File: config.mk
export PLATFORM = sky130hd
export DESIGN_NAME = serial_adder
export DESIGN_NICKNAME = d
export VERILOG_FILES = /design/src/rtl/serial_adder.sv
export SDC_FILE = /design/constraint.sdc
export NUM_CORES = 1
export LEC_CHECK = 0
export CAP_MARGIN = 20
export CORE_MARGIN = 8
export CORE_UTILIZATION = 34
export CTS_CLUSTER_DIAMETER = 150
export DETAILED_ROUTE_END_ITERATION = 6
export PLACE_DENSITY = 0.6
export SLEW_MARGIN = 20
export SYNTH_ARGS = -nofsm -noshare
export SYNTH_HDL_FRONTEND = slang
export SYNTH_SLANG_ARGS = --single-unit
File: constraint.sdc
create_clock -name clk -period 2.51 [get_ports clk]
set_input_delay 0.753 -clock clk [delete_from_list [all_inputs] [get_ports clk]]
set_output_delay 0.753 -clock clk [all_outputs]
set_load 0.01 [all_outputs]
File: src/rtl/serial_adder.sv
// serial_adder: multi-cycle adder that adds two WIDTH-bit operands DIGIT
// bits per clock, least-significant digit first, with a registered carry
// between digits. start/ready/done handshake; reports carry-out and signed
// overflow. Defining SERIAL_ADDER_SUB_EN adds a `sub` port for a - b.
module serial_adder #(
  parameter int WIDTH = 16,
  parameter int DIGIT = 4
) (
  input  logic             clk,
  input  logic             reset,
  input  logic             start,
  input  logic [WIDTH-1:0] a,
  input  logic [WIDTH-1:0] b,
  input  logic             cin,
`ifdef SERIAL_ADDER_SUB_EN
  input  logic             sub,
`endif
  output logic             ready,
  output logic             done,
  output logic [WIDTH-1:0] sum,
  output logic             cout,
  output logic             overflow
);

  localparam int N     = WIDTH / DIGIT;
  localparam int CNT_W = (N > 1) ? $clog2(N) : 1;
  localparam logic [CNT_W-1:0] LAST = CNT_W'(N - 1);

  // Reject parameter sets that cannot be split into whole digits.
  if (DIGIT < 1 || DIGIT > WIDTH || (WIDTH % DIGIT) != 0) begin : g_bad_params
    $error("serial_adder: WIDTH must be a positive multiple of DIGIT");
  end

  typedef enum logic {IDLE, RUN} state_t;

  state_t           state;
  logic [WIDTH-1:0] op_a;      // A, shifted right one digit per RUN cycle
  logic [WIDTH-1:0] op_b;      // B', shifted the same way
  logic [WIDTH-1:0] acc;       // result digits shifted in from the top
  logic             carry;     // carry into the current digit
  logic [CNT_W-1:0] cnt;
  logic             a_msb;     // sign bits of A and B' kept for overflow
  logic             b_msb;

  logic [WIDTH-1:0] b_eff;
  logic             carry_init;
  logic [DIGIT:0]   digit_sum;
  logic [WIDTH-1:0] acc_next;

  // Operand conditioning at capture time: B' and the initial carry.
  // NOTE: every signal written in always_comb gets a default first so no
  // path leaves it unassigned; a missing default would infer a latch.
  always_comb begin
    b_eff      = b;
    carry_init = cin;
`ifdef SERIAL_ADDER_SUB_EN
    if (sub) begin
      b_eff      = ~b;
      carry_init = 1'b1;
    end
`endif
  end

  // One digit of addition, and the result register with that digit
  // inserted at the top (earlier digits move down toward bit 0).
  always_comb begin
    digit_sum = {1'b0, op_a[DIGIT-1:0]} + {1'b0, op_b[DIGIT-1:0]}
              + (DIGIT + 1)'(carry);
    acc_next  = (acc >> DIGIT)
              | (WIDTH'(digit_sum[DIGIT-1:0]) << (WIDTH - DIGIT));
  end

  // Control FSM and datapath registers; all outputs are registered.
  // NOTE: sequential state uses non-blocking (<=) so every register sees
  // the pre-edge values of the others, matching real flip-flop behaviour.
  always_ff @(posedge clk or posedge reset) begin
    if (reset) begin
      state    <= IDLE;
      ready    <= 1'b1;
      done     <= 1'b0;
      sum      <= '0;
      cout     <= 1'b0;
      overflow <= 1'b0;
      op_a     <= '0;
      op_b     <= '0;
      acc      <= '0;
      carry    <= 1'b0;
      cnt      <= '0;
      a_msb    <= 1'b0;
      b_msb    <= 1'b0;
    end else begin
      done <= 1'b0;
      case (state)
        IDLE: begin
          if (start) begin
            op_a  <= a;
            op_b  <= b_eff;
            carry <= carry_init;
            acc   <= '0;
            cnt   <= '0;
            a_msb <= a[WIDTH-1];
            b_msb <= b_eff[WIDTH-1];
            ready <= 1'b0;
            state <= RUN;
          end
        end
        RUN: begin
          op_a  <= op_a >> DIGIT;
          op_b  <= op_b >> DIGIT;
          acc   <= acc_next;
          carry <= digit_sum[DIGIT];
          cnt   <= cnt + 1'b1;
          if (cnt == LAST) begin
            sum      <= acc_next;
            cout     <= digit_sum[DIGIT];
            overflow <= (a_msb == b_msb) && (acc_next[WIDTH-1] != a_msb);
            done     <= 1'b1;
            ready    <= 1'b1;
            state    <= IDLE;
          end
        end
        default: begin
          ready <= 1'b1;
          state <= IDLE;
        end
      endcase
    end
  end

endmodule

==> flow_summary.toml <==
[yosys]
synthTopCellsByArea = "dfrtp_1 57%, mux2i_1 11%, o21ai_0 6.4%"
synth_seq_area_share_pct = 57.7
syn_nets = 304
yosys_warnings = 0
netlist_area_mm2 = 0.00304
synth_top_area_share_pct = 56.8
synth-seq-cells = 70
synth_area_per_cell_um2 = 11.6
syn_inst = 262
yosys.cell_types.count = 30
yosysTopAreaCell = "dfrtp_1"

[cts]
cts_tree = "yes"
ctsRootBufferMaster = "clkbuf_8"
clockBufferDepth = 2
clkSinkCount = 70
postCtsSetupRepairBufs = 0
cts_max_level = 3
cts_buffers = 9
cts_resized = 0
clk_pin_slew_worst_paths_ns = 0.07
ctsHoldBuffers = 0
clk-insertion-delay-late_ns = 0.33

[drt]
wirelength_mm = 6.27
drtPass1Iterations = 4
via_per_inst = 4.70
route.detailed.drc = 0
wl_per_cell_um = 14.5
ant_nets = 0
drtIter0Drc = 75
dr_total_vias = 2036

[critical_path]
slowest_stage = "dfstp_2"
cp_top_family = "flip-flops"
path_buf_inv = 1
rr_worst_depth = 5
cp-end-kind = "output pin"
cp.arrival_ns = 1.40
cp-start-kind = "register"
r2r_end = "carry"
reg2reg_from = "op_a[0]"
r2r_slack_ns = 0.58
cp_cell_sequence = "clkdlybuf4s50_1"
worstPathRequired_ns = 1.76
path_max_fanout = 3
max_stage_delay_ns = 0.54
criticalPathCategory = "register to output pin"

[pwr]
p_leak_nw = 1.80
max-vdd-ir-drop_mv = 0.324
p_per_area_mw_per_mm2 = 1020
p_total_w = 0.00399

[floorplanning]
core_area_mm2 = 0.00868
dieArea_mm2 = 0.0122
start_util_pct = 35.0
dieHeight_um = 111
dieWidth_um = 111
rows = 34
ios = 56

[layout]
instances_no_fill = 433
layout_commonest_cell = "dfrtp_1"
insertedDiodeCount = 0
final_cell_mix = "68 x dfrtp_1, 54 x clkdlybuf4s50_1, 39 x o21ai_0"
nNetsFinal = 363
area_growth_pct = 28.6
drive_gt1_share_pct = 13.2

[timing]
clock.fmax_ghz = 0.464
slew_headroom_pct = 63.8
hold_viol_final = 0
skew_ns = 0.00774
setup-violations-final = 0
tightest_slew_ns = 0.543
report.final.slew_viol_count = 0
fin_crit_sh_pct = 85.8
period_minus_slack_ns = 2.15
rsz0062_at_grt = "false"
finalSetupTns_ns = 0

[hold_path]
hp-class = "register to register"
hold_path_depth = 2
min_to = "ready"
hp-start = "ready"

[run_status]
status = "completed"

[placed_design]
numPortBuffers = 55
dp_cells = 418
gp_congestion = 0.728
dp_hpwl_mm = 4.57

[global_route]
grt-ovfl-total = 0
global_route.usage.total_pct = 11.0
grt_pass1_vias = 2270
antenna_found_initial = 0
grt_pass1_wl_mm = 11.2
grt_start_max_net_pins = 38

[run]
drv_cap = 0
flip-flops by register name (all words and copies together) (netlist names):
signal / count
sum: 16
op_b: 16
op_a: 16
cnt: 2
overflow: 1
ready: 1
state: 1
carry: 1
cout: 1
acc: 12
done: 1
a_msb: 1
b_msb: 1
metrics by stage:
step                      util (%)  hold slack, ns  setup WS [ns]  instance area, um^2
after floorplan                  -           0.449          0.741                 3040
after global placement        43.1           0.460          0.611                 3740
after detailed placement      43.1           0.471          0.601                 3740
after CTS                     45.0           0.485          0.330                 3910
after global routing          45.0           0.508          0.287                 3910
final                         45.0           0.483          0.356                 3910
how the worst max path moves through the flow:
stage / start / end / cells past startpoint / slack [ns]
3_5_place_dp: op_a[0] / carry / 5 / 0.60
3_3_place_gp: op_a[0] / carry / 5 / 0.61
6_report: ready / ready / 1 / 0.36
2_1_floorplan: op_a[0] / carry / 5 / 0.74
4_1_cts: ready / ready / 1 / 0.33
5_1_grt: ready / ready / 1 / 0.29
where the power goes:
group,internal (W),total (W),switching [W]
Sequential,0.00156,0.00186,0.000298
Combinational,0.000737,0.00135,0.000609
Clock,0.000407,0.000784,0.000377
cell usage after synthesis:
| cell | count |
|---|---|
| dfrtp_1 | 69 |
| o21ai_0 | 39 |
| nand2_1 | 37 |
| mux2i_1 | 34 |
| mux2_2 | 17 |
| nand2b_1 | 13 |
| nor2_1 | 10 |
| clkbuf_1 | 7 |
| a21oi_1 | 4 |
| buf_2 | 4 |
| ha_1 | 4 |
| a21o_1 | 2 |
| buf_1 | 2 |
| buf_4 | 2 |
| fa_1 | 2 |
| inv_1 | 2 |
| a211o_1 | 1 |
| a211oi_1 | 1 |
| a21boi_1 | 1 |
| a22o_1 | 1 |
| dfstp_2 | 1 |
| inv_2 | 1 |
| nand2_2 | 1 |
| nand4_1 | 1 |
| nand4b_1 | 1 |
| nor2b_1 | 1 |
| or4_1 | 1 |
| or4b_1 | 1 |
| xnor2_1 | 1 |
| xor2_1 | 1 |
cell families after synthesis:
kind of cell / after synthesis / share of synthesized area (%)
mux: 51 / 17.5
flops: 70 / 57.7
simple gates: 66 / 9.97
xor+xnor: 2 / 0.577
fa+ha+maj: 6 / 2.97
buf+inv: 18 / 2.64
compound gates: 49 / 8.65
area by class of cell:
cell class | count | area (um^2)
Sequential cell | 70 | 1750
Multi-Input combinational cell | 174 | 1200
Timing Repair Buffer | 63 | 631
Tap cell | 108 | 135
Clock buffer | 14 | 163
Fill cell | 846 | 4770
Inverter | 3 | 15.0
Clock inverter | 1 | 5.00
layer usage:
layer / up-vias / GRT usage [%] / share of wire, %
met5: - / 0 / 0
met4: 0 / 5.05 / 2.6
met3: 14 / 3.95 / 4.8
met2: 47 / 17.0 / 45
met1: 959 / 13.4 / 47
li1: 1016 / - / -
Note: power is estimated with default switching activity, not from simulation.
